## src/rtl/kfpga_config_pkg.sv

```systemverilog
// kfpga_config_pkg: loader FSM states and default configuration-chain geometry
package kfpga_config_pkg;
  typedef enum logic [2:0] {IDLE, CLEAR, LOAD, SHIFT, DONE} state_t;
  localparam int DEFAULT_CHAIN_LENGTH = 34688;
  localparam int DEFAULT_WORD_WIDTH = 32;
endpackage

```

## src/rtl/config_loader_if.sv

```systemverilog
// config_loader_if: control, bitstream-word and core-config signals of the loader
//   master drives start/abort/word_data/word_valid; slave (the loader) drives the rest
interface config_loader_if import kfpga_config_pkg::*; #(
  parameter int WORD_WIDTH = DEFAULT_WORD_WIDTH
);
  logic start;
  logic abort;
  logic [WORD_WIDTH-1:0] word_data;
  logic word_valid;
  logic word_ready;
  logic config_out;
  logic config_enable;
  logic config_nreset;
  logic core_nreset;
  logic busy;
  logic done;
  modport master (
    output start, abort, word_data, word_valid,
    input word_ready, config_out, config_enable, config_nreset, core_nreset, busy, done
  );
  modport slave (
    input start, abort, word_data, word_valid,
    output word_ready, config_out, config_enable, config_nreset, core_nreset, busy, done
  );
endinterface

```

## src/rtl/config_shifter.sv

```systemverilog
// config_shifter: parallel-load, LSB-first serial-out word register with word and chain bit counters
//   clr clears everything, load captures data, shift moves one bit out
//   bit_out = register bit 0; word_last / chain_last flag the final bit of a word / of the chain
module config_shifter import kfpga_config_pkg::*; #(
  parameter int WORD_WIDTH = DEFAULT_WORD_WIDTH,
  parameter int CHAIN_LENGTH = DEFAULT_CHAIN_LENGTH
) (
  input  logic                  clock,
  input  logic                  nreset,
  input  logic                  clr,
  input  logic                  load,
  input  logic                  shift,
  input  logic [WORD_WIDTH-1:0] data,
  output logic                  bit_out,
  output logic                  word_last,
  output logic                  chain_last
);
  localparam int BW = WORD_WIDTH > 1 ? $clog2(WORD_WIDTH) : 1;
  localparam int TW = $clog2(CHAIN_LENGTH + 1);
  logic [WORD_WIDTH-1:0] sr_q, sr_d;
  logic [BW-1:0] bit_q, bit_d;
  logic [TW-1:0] total_q, total_d;
  always_comb begin
    sr_d = clr ? '0 : load ? data : shift ? sr_q >> 1 : sr_q;
    bit_d = (clr || load) ? '0 : shift ? bit_q + 1'b1 : bit_q;
    total_d = clr ? '0 : shift ? total_q + 1'b1 : total_q;
  end
  always_ff @(posedge clock or negedge nreset) begin
    if (!nreset) begin
      sr_q <= '0;
      bit_q <= '0;
      total_q <= '0;
    end else begin
      sr_q <= sr_d;
      bit_q <= bit_d;
      total_q <= total_d;
    end
  end
  assign bit_out = sr_q[0];
  assign word_last = bit_q == BW'(WORD_WIDTH - 1);
  // chain_last cuts the final word short when CHAIN_LENGTH is not a word multiple
  assign chain_last = total_q == TW'(CHAIN_LENGTH - 1);
endmodule

```

## src/rtl/config_loader.sv

```systemverilog
// config_loader: streams bitstream words serially into a core configuration chain
//   clock/nreset: single clock, async active-low reset
//   bus (slave): start/abort control, word_data/word_valid/word_ready stream,
//   config_out/config_enable/config_nreset/core_nreset to the core, busy/done status
module config_loader import kfpga_config_pkg::*; #(
  parameter int CHAIN_LENGTH = DEFAULT_CHAIN_LENGTH,
  parameter int WORD_WIDTH = DEFAULT_WORD_WIDTH,
  parameter int CLEAR_CYCLES = 4
) (
  input logic            clock,
  input logic            nreset,
  config_loader_if.slave bus
);
  localparam int CW = $clog2(CLEAR_CYCLES + 1);
  state_t state_q, state_d;
  logic [CW-1:0] clr_cnt_q, clr_cnt_d;
  logic cfg_nrst_q, cfg_nrst_d;
  logic busy, cancel, go, accept, shift, clr, bit_out, word_last, chain_last;
  assign busy = state_q inside {CLEAR, LOAD, SHIFT};
  assign cancel = bus.abort && busy;
  // abort beats a simultaneous start even where abort itself has no effect
  assign go = bus.start && !bus.abort;
  always_comb begin
    state_d = state_q;
    case (state_q)
      IDLE:    state_d = go ? CLEAR : IDLE;
      CLEAR:   state_d = clr_cnt_q == CW'(CLEAR_CYCLES - 1) ? LOAD : CLEAR;
      LOAD:    state_d = bus.word_valid ? SHIFT : LOAD;
      SHIFT:   state_d = chain_last ? DONE : word_last ? LOAD : SHIFT;
      DONE:    state_d = go ? CLEAR : DONE;
      default: state_d = IDLE;
    endcase
    if (cancel) state_d = IDLE;
    clr_cnt_d = (state_q == CLEAR && state_d == CLEAR) ? clr_cnt_q + 1'b1 : '0;
    // registered from the next state so it is low during reset and rises on the first edge after
    cfg_nrst_d = state_d != CLEAR;
  end
  always_ff @(posedge clock or negedge nreset) begin
    if (!nreset) begin
      state_q <= IDLE;
      clr_cnt_q <= '0;
      cfg_nrst_q <= 1'b0;
    end else begin
      state_q <= state_d;
      clr_cnt_q <= clr_cnt_d;
      cfg_nrst_q <= cfg_nrst_d;
    end
  end
  assign accept = state_q == LOAD && bus.word_valid && !cancel;
  assign shift = state_q == SHIFT && !cancel;
  // counters only live across LOAD/SHIFT; every other state starts the next load from zero
  assign clr = cancel || !(state_q inside {LOAD, SHIFT});
  config_shifter #(.WORD_WIDTH(WORD_WIDTH), .CHAIN_LENGTH(CHAIN_LENGTH)) u_shifter (
    .clock(clock),
    .nreset(nreset),
    .clr(clr),
    .load(accept),
    .shift(shift),
    .data(bus.word_data),
    .bit_out(bit_out),
    .word_last(word_last),
    .chain_last(chain_last)
  );
  assign bus.word_ready = state_q == LOAD;
  assign bus.config_enable = state_q == SHIFT;
  assign bus.config_out = state_q == SHIFT && bit_out;
  assign bus.config_nreset = cfg_nrst_q;
  assign bus.core_nreset = state_q == DONE;
  assign bus.busy = busy;
  assign bus.done = state_q == DONE;
endmodule

```

## src/flat_wrapper.sv

```systemverilog
// flat-port wrapper written by rule: the top's interface ports become plain ports
module config_loader_flat import kfpga_config_pkg::*;
#(
  parameter int CHAIN_LENGTH = DEFAULT_CHAIN_LENGTH,
  parameter int WORD_WIDTH = DEFAULT_WORD_WIDTH,
  parameter int CLEAR_CYCLES = 4
)
  (clock, nreset, bus_start, bus_abort, bus_word_data, bus_word_valid, bus_word_ready, bus_config_out, bus_config_enable, bus_config_nreset, bus_core_nreset, bus_busy, bus_done);
  config_loader_if #(.WORD_WIDTH(WORD_WIDTH)) bus_i ();
  input logic clock;
  input logic nreset;
  input wire logic [$bits(bus_i.start)-1:0] bus_start;
  input wire logic [$bits(bus_i.abort)-1:0] bus_abort;
  input wire logic [$bits(bus_i.word_data)-1:0] bus_word_data;
  input wire logic [$bits(bus_i.word_valid)-1:0] bus_word_valid;
  output wire logic [$bits(bus_i.word_ready)-1:0] bus_word_ready;
  output wire logic [$bits(bus_i.config_out)-1:0] bus_config_out;
  output wire logic [$bits(bus_i.config_enable)-1:0] bus_config_enable;
  output wire logic [$bits(bus_i.config_nreset)-1:0] bus_config_nreset;
  output wire logic [$bits(bus_i.core_nreset)-1:0] bus_core_nreset;
  output wire logic [$bits(bus_i.busy)-1:0] bus_busy;
  output wire logic [$bits(bus_i.done)-1:0] bus_done;
  assign bus_i.start = bus_start;
  assign bus_i.abort = bus_abort;
  assign bus_i.word_data = bus_word_data;
  assign bus_i.word_valid = bus_word_valid;
  assign bus_word_ready = bus_i.word_ready;
  assign bus_config_out = bus_i.config_out;
  assign bus_config_enable = bus_i.config_enable;
  assign bus_config_nreset = bus_i.config_nreset;
  assign bus_core_nreset = bus_i.core_nreset;
  assign bus_busy = bus_i.busy;
  assign bus_done = bus_i.done;
  config_loader #(.CHAIN_LENGTH(CHAIN_LENGTH), .WORD_WIDTH(WORD_WIDTH), .CLEAR_CYCLES(CLEAR_CYCLES)) u_core (.clock(clock), .nreset(nreset), .bus(bus_i));
endmodule
```

## config.mk

```make
export PLATFORM = sky130hd
export DESIGN_NAME = config_loader_flat
export DESIGN_NICKNAME = d
export VERILOG_FILES = /design/src/rtl/kfpga_config_pkg.sv /design/src/rtl/config_loader_if.sv /design/src/rtl/config_shifter.sv /design/src/rtl/config_loader.sv /design/src/flat_wrapper.sv
export SDC_FILE = /design/constraint.sdc
export NUM_CORES = 1
export LEC_CHECK = 0
export ABC_CLOCK_PERIOD_IN_PS = 1660
export BUFFER_PORTS_ARGS = -buffer_cell sky130_fd_sc_hd__buf_2
export CAP_MARGIN = 20
export CORE_AREA = 3 3 82 84
export CTS_CLUSTER_DIAMETER = 30
export CTS_CLUSTER_SIZE = 40
export DETAILED_ROUTE_END_ITERATION = 10
export DIE_AREA = 0 0 85 87
export PLACE_DENSITY = 0.73
export SLEW_MARGIN = 40
export SYNTH_ARGS = -nofsm -noshare
export SYNTH_HDL_FRONTEND = slang
export SYNTH_SLANG_ARGS = --single-unit
```

## constraint.sdc

```tcl
create_clock -name clock -period 1.66 [get_ports clock]
set_input_delay 0.166 -clock clock [delete_from_list [all_inputs] [get_ports clock]]
set_output_delay 0.166 -clock clock [all_outputs]
set_load 0.005 [all_outputs]
```

# Yosys cells after proc, flatten, opt, wreduce, memory -nomap -nowiden

Index checks and enable logic that the tools add are counted.

Add/subtract/negate cells: 3
Eq/ne operators: 9
Muxes and demuxes: 16
Reductions and logical operators: 18

Operators by type and width:

| kind                                           | count |
|---|---|
| 2-to-1 mux 32 bit                              | 3 |
| 2-to-1 mux 16 bit                              | 2 |
| adder 16 x 1 -> 16 bit (second input constant) | 1 |
| == test 16 bit (second input constant)         | 1 |
| one-hot mux 3 bit (5 select lines)             | 1 |
| 2-to-1 mux 3 bit                               | 4 |
| 2-to-1 mux 5 bit                               | 2 |
| == test 3 x 2 -> 1 bit (second input constant) | 3 |
| logical AND 1 bit                              | 7 |
| == test 3 x 1 -> 1 bit (second input constant) | 2 |
| nonzero test 2 bit                             | 3 |
| nonzero test 3 bit                             | 2 |
| adder 5 x 1 -> 5 bit (second input constant)   | 1 |
| == test 5 bit (second input constant)          | 1 |
| adder 3 x 1 -> 3 bit (second input constant)   | 1 |
| == test 3 bit (second input constant)          | 1 |
| logical NOT 1 bit                              | 3 |
| logical NOT 3 bit                              | 1 |
| 2-to-1 mux 1 bit                               | 3 |
| != test 3 x 1 -> 1 bit (second input constant) | 1 |
| logical OR 1 bit                               | 2 |
| 2-to-1 mux 2 bit                               | 1 |

Bits in registers: 60
Bits of input ports: 37

# Longest topological paths before layout

Depth after elaboration: 8
Mapped depth: 7
Mapped depth without buffers: 7

# Cells and area by module

Synthesis repeated with hierarchy kept, for this count alone.

Cells, all modules: 321
Area, all modules: 3057.9 sq um

Modules (own cells, without submodules):

| module         | instances | cells an instance | area each (sq um) | seq. area each (sq um) |
|---|---|---|---|---|
| config_shifter | 1         | 279               | 2656.3            | 1326.3 |
| config_loader  | 1         | 42                | 401.6             | 175.2 |

# Worst setup path before layout

No wires, ideal clock.

Path type: register to register
From: register u_core.clr_cnt_q[0]
To: register u_core.clr_cnt_q[1]
Library setup time: 0.068 ns
Arrival time: 1.661 ns
Path slack: -0.069 ns
Stages on the path, launching flop included: 8
Buffers on the path: 0
Path through: dfrtp_1 > ha_1 > ha_1 > nor4b_1 > a221oi_1 > o22a_1 > inv_1 > and3_1

Cells in the longest elaborated chain, start to end: 7
Elaborated cells between the ends (all ways): 8
Classes of those cells: add/sub (1); eq/ne (2); mux (4); reduce/logical (1)

RTL lines:

| item                               | line                | source |
|---|---|---|
| start, declared                    | config_loader.sv:16 | `logic [CW-1:0] clr_cnt_q, clr_cnt_d;` |
| start signal, assigned             | config_loader.sv:45 | `clr_cnt_q <= clr_cnt_d;` |
| == test 3 x 2 -> 1 bit             | config_loader.sv:27 | `CLEAR: state_d = clr_cnt_q == CW'(CLEAR_CYCLES - 1) ? LOAD : CLEAR;` |
| 2-to-1 mux 2 bit                   | config_loader.sv:27 |  |
| one-hot mux 3 bit (5 select lines) | config_loader.sv:25 | `case (state_q)` |
| 2-to-1 mux 3 bit                   | config_loader.sv:33 | `if (cancel) state_d = IDLE;` |
| named net u_core.state_d[0]        | config_loader.sv:15 | `state_t state_q, state_d;` |
| == test 3 x 1 -> 1 bit             | config_loader.sv:34 | `clr_cnt_d = (state_q == CLEAR && state_d == CLEAR) ? clr_cnt_q + 1'b1 : '0;` |
| logical AND 1 bit                  | config_loader.sv:34 |  |
| 2-to-1 mux 3 bit                   | config_loader.sv:34 |  |
| named net u_core.clr_cnt_d[1]      | config_loader.sv:16 |  |

The timed path passes the listed nets, and every way through them passes these cells.
A chain may end at the register's enable or synchronous reset.

# Final worst setup path

Ends and elaborated chain as after synthesis.

==> results.py <==
metrics = {
    "detailed_routing": {
        "post-route-drc-count": 0,
        "drt.antenna.violating_nets": 0,
        "wl_per_cell_um": 13.7,
        "drt-total-wl_mm": 6.33,
        "drt_first_pass_iters": 4,
        "vias": 2447,
        "drt_iter0_drc": 140,
        "viasPerCell": 5.30,
    },
    "cells_and_area": {
        "area_growth_pct": 23.9,
        "antenna-diode-count": 0,
        "layout.nets": 424,
        "stdcell_area_um2": 3780,
        "n_fill_cell": 483,
        "final-seq-area_um2": 1500,
        "layout-drive-gt1-share_pct": 26.9,
        "layout_commonest_cell": "sky130_fd_sc_hd__nor2_1",
        "multi_input_area_um2": 1500,
        "layout.cells.most_common_list": "sky130_fd_sc_hd__nor2_1, sky130_fd_sc_hd__dfrtp_1, sky130_fd_sc_hd__buf_2, sky130_fd_sc_hd__a21oi_1, sky130_fd_sc_hd__mux2i_1",
    },
    "setup_path": {
        "crit_path_start_kind": "flip-flop",
        "timing.critical_path.required_ns": 1.94,
        "setup_crit_end_kind": "flip-flop",
        "timing_worst_setup_path_type": "reg -> reg",
        "worst_r2r_startpoint": "u_core.clr_cnt_q[0]",
        "timing.critical_path.arrival_ns": 1.96,
        "timing.rr.end": "u_core.clr_cnt_q[1]",
        "r2r_setup_slack_ns": -0.02,
        "crit_path_max_fanout": 3,
        "reg2regPathDepth": 7,
    },
    "placed_design": {
        "io_buffer_count": 43,
        "dpl-instance-area_um2": 3430,
        "place_worst_setup_slack_ns": -0.0817,
        "gp_weighted_congestion": 0.801,
        "detailedPlacementHpwl_mm": 3.95,
    },
    "pwr": {
        "peakVddDrop_mv": 0.583,
        "p_per_area_nw_per_um2": 819,
        "post_route_total_power_mw": 3.10,
        "leakage_power_of_the_design_nw": 1.81,
    },
    "floorplanning": {
        "dieArea_um2": 7400,
        "placeableCoreArea_um2": 5990,
        "initial_core_util_pct": 51.0,
        "io_pins": 44,
        "dieWidth_um": 85,
        "placementRows": 28,
        "die_height_um": 87,
    },
    "timing": {
        "worst_slew_margin_rel_pct": 78.1,
        "layout_min_cycle_time_ns": 1.68,
        "grt_setup_unrepaired": "yes",
        "skew_ns": 0.00650,
        "fmaxAchievable_ghz": 0.595,
        "finalSetupViolCount": 2,
        "maxSlewViolCount": 0,
        "setup_total_negative_slack_ns": -0.0280,
        "hold-worst-slack_ns": 0.128,
        "final_hold_viol_count": 0,
        "timing.final.crit_share_pct": 101,
        "post-route-worst-setup-slack_ns": -0.0220,
        "timing_worst_slew_pin_value_ns": 0.329,
    },
    "clocking": {
        "clock_latency_ns": 0.33,
        "ctsHtreeMaxLevel": 3,
        "clk_pin_slew_worst_paths_ns": 0.07,
        "clock_tree.root_cell": "sky130_fd_sc_hd__clkbuf_8",
        "cts_buffers": 9,
        "ctsLongestPathBuffers": 2,
        "cts_num_sinks": 60,
        "cts_tree": "built",
    },
    "synthesis": {
        "synth_top_family_by_area": "simple AND/OR/NAND/NOR gates",
        "synth_edf_count": 0,
        "synth-compound-area-share_pct": 9.06,
        "synth_cells": 323,
        "synthXorXnorAreaFrac_pct": 3.16,
        "fraction_of_registers_with_async_set_reset_pct": 100,
        "synthFlopType": "sky130_fd_sc_hd__dfrtp_1",
        "avgSynthCellArea_um2": 9.45,
        "yosysWarningCount": 0,
        "syn-num-nets": 365,
        "synth_sequential_area_ratio_pct": 49.2,
        "ys_seq_elements": 60,
        "synth-adder-area-share_pct": 2.05,
        "fraction_of_the_mapped_netlist_area_in_simple_logic_gates_pct": 21.4,
        "synth.cell_area_um2": 3050,
        "post_synth_num_cell_types": 37,
        "yosys-mux-area-fraction_pct": 11.1,
    },
    "grt": {
        "antenna_violations_before_repair": 0,
        "gr-total-overflow": 0,
        "grt_pass1_wl_mm": 10.8,
        "grt_util_all_layers_pct": 18.4,
        "grt_start_max_net_pins": 61,
        "vias_in_the_first_global_route": 2480,
    },
    "flow_run": {
        "max_cap_viol_count": 0,
    },
    "worst_hold_path": {
        "hold_start": "bus_word_data[31]",
        "holdPathStages": 3,
        "min-delay-path-class": "in -> reg",
        "min_to": "u_core.u_shifter.sr_q[31]",
    },
    "status": {
        "run_status": "finished, violations left",
        "violations": "negative setup slack",
    },
}
-- metrics by stage --
| stage | std cells | util (%) |
|---|---|---|
| floorplan | 323 | - |
| global placement | 438 | 57.3 |
| detailed placement | 438 | 57.3 |
| CTS | 457 | 61.8 |
| global route | 462 | 63.1 |
| finish | 462 | 63.1 |
-- flip-flops by register name (all words and copies together) (netlist names) --
name / count
u_core.u_shifter.sr_q: 32
u_core.u_shifter.total_q: 16
u_core.u_shifter.bit_q: 5
u_core.clr_cnt_q: 3
u_core.state_q: 3
u_core.bus.config_nreset: 1
-- cell families (layout without fill, tap and decap cells) --
logic type               after synthesis  in the layout
XOR/XNOR                              11             11
flip-flops                            60             60
adder cells (fa/ha/maj)                5              5
buffers and inverters                 27             91
AO/OA/AOI/OAI                         50             50
AND/OR/NAND/NOR                      136            136
multiplexers                          34             34
-- cells in the mapped netlist (2+ instances only) --
cell type	count	share of area, %
sky130_fd_sc_hd__buf_1	3	0.37
sky130_fd_sc_hd__mux2i_1	34	11
sky130_fd_sc_hd__nand3_1	4	0.66
sky130_fd_sc_hd__o21ai_0	4	0.66
sky130_fd_sc_hd__or4_1	4	0.98
sky130_fd_sc_hd__buf_2	8	1.3
sky130_fd_sc_hd__dfrtp_1	60	49
sky130_fd_sc_hd__a22oi_1	2	0.49
sky130_fd_sc_hd__and3_1	3	0.61
sky130_fd_sc_hd__nor3_1	3	0.49
sky130_fd_sc_hd__nand4_1	4	0.82
sky130_fd_sc_hd__xor2_1	5	1.4
sky130_fd_sc_hd__clkbuf_1	9	1.1
sky130_fd_sc_hd__a21oi_1	36	5.9
sky130_fd_sc_hd__inv_1	5	0.61
sky130_fd_sc_hd__nor2_1	83	10
sky130_fd_sc_hd__and4_1	5	1.4
sky130_fd_sc_hd__nor3b_1	6	1.5
sky130_fd_sc_hd__and2_1	3	0.61
sky130_fd_sc_hd__o31ai_1	2	0.49
sky130_fd_sc_hd__nand2_1	12	1.5
sky130_fd_sc_hd__or3_1	2	0.41
sky130_fd_sc_hd__o211ai_1	3	0.74
sky130_fd_sc_hd__xnor2_1	6	1.7
sky130_fd_sc_hd__ha_1	5	2.0
-- per-layer routing --
metal / up-vias / global-route usage, % / routed length (um)
met2: 52 / 30.1 / 2920
met1: 1152 / 22.5 / 2940
met4: 0 / 8.78 / 136
li1: 1232 / - / -
met3: 11 / 5.49 / 330
met5: - / 0 / 0
-- worst max-delay path: stages (launching register included) --
cell	delay (ns)
sky130_fd_sc_hd__dfrtp_1	0.39
sky130_fd_sc_hd__ha_2	0.19
sky130_fd_sc_hd__ha_4	0.17
sky130_fd_sc_hd__nor4b_4	0.27
sky130_fd_sc_hd__a221oi_2	0.07
sky130_fd_sc_hd__o22a_2	0.28
sky130_fd_sc_hd__inv_2	0.09
sky130_fd_sc_hd__and3_4	0.17
-- timing repair --
item / 4_1_cts / 5_1_grt
gates resized for setup: 8 / 13
setup endpoints to repair: 4 / 13
setup buffers: 2 / 5
hold buffers: 1 / 0
hold endpoints to repair: 60 / 0
pin swaps: 5 / 3
-- where the power goes --
part	switching (mW)	internal, mW	total (mW)	leakage (nW)
registers	0.00752	1.47	1.47	0.832
clock network	0.583	0.730	1.31	0.0983
logic	0.168	0.142	0.310	0.874
total	0.758	2.34	3.10	1.81
-- worst max-delay path by stage --
stage	from	end	cells past startpoint
floorplan	u_core.clr_cnt_q[0]	u_core.clr_cnt_q[1]	7
global placement	u_core.clr_cnt_q[0]	u_core.bus.config_nreset	7
detailed placement	u_core.clr_cnt_q[0]	u_core.bus.config_nreset	7
CTS	u_core.clr_cnt_q[1]	u_core.clr_cnt_q[1]	7
global route	u_core.clr_cnt_q[0]	u_core.clr_cnt_q[1]	7
finish	u_core.clr_cnt_q[0]	u_core.clr_cnt_q[1]	7
-- area by class of cell --
cell class                      count  area share (%)
Clock buffer                       10            3.64
Inverter                            5           0.496
Clock inverter                      6            1.69
Multi-Input combinational cell    236            39.7
Timing Repair Buffer               70            12.2
Sequential cell                    60            39.7
Tap cell                           75            2.48
Power figures use the tool's default switching activity.
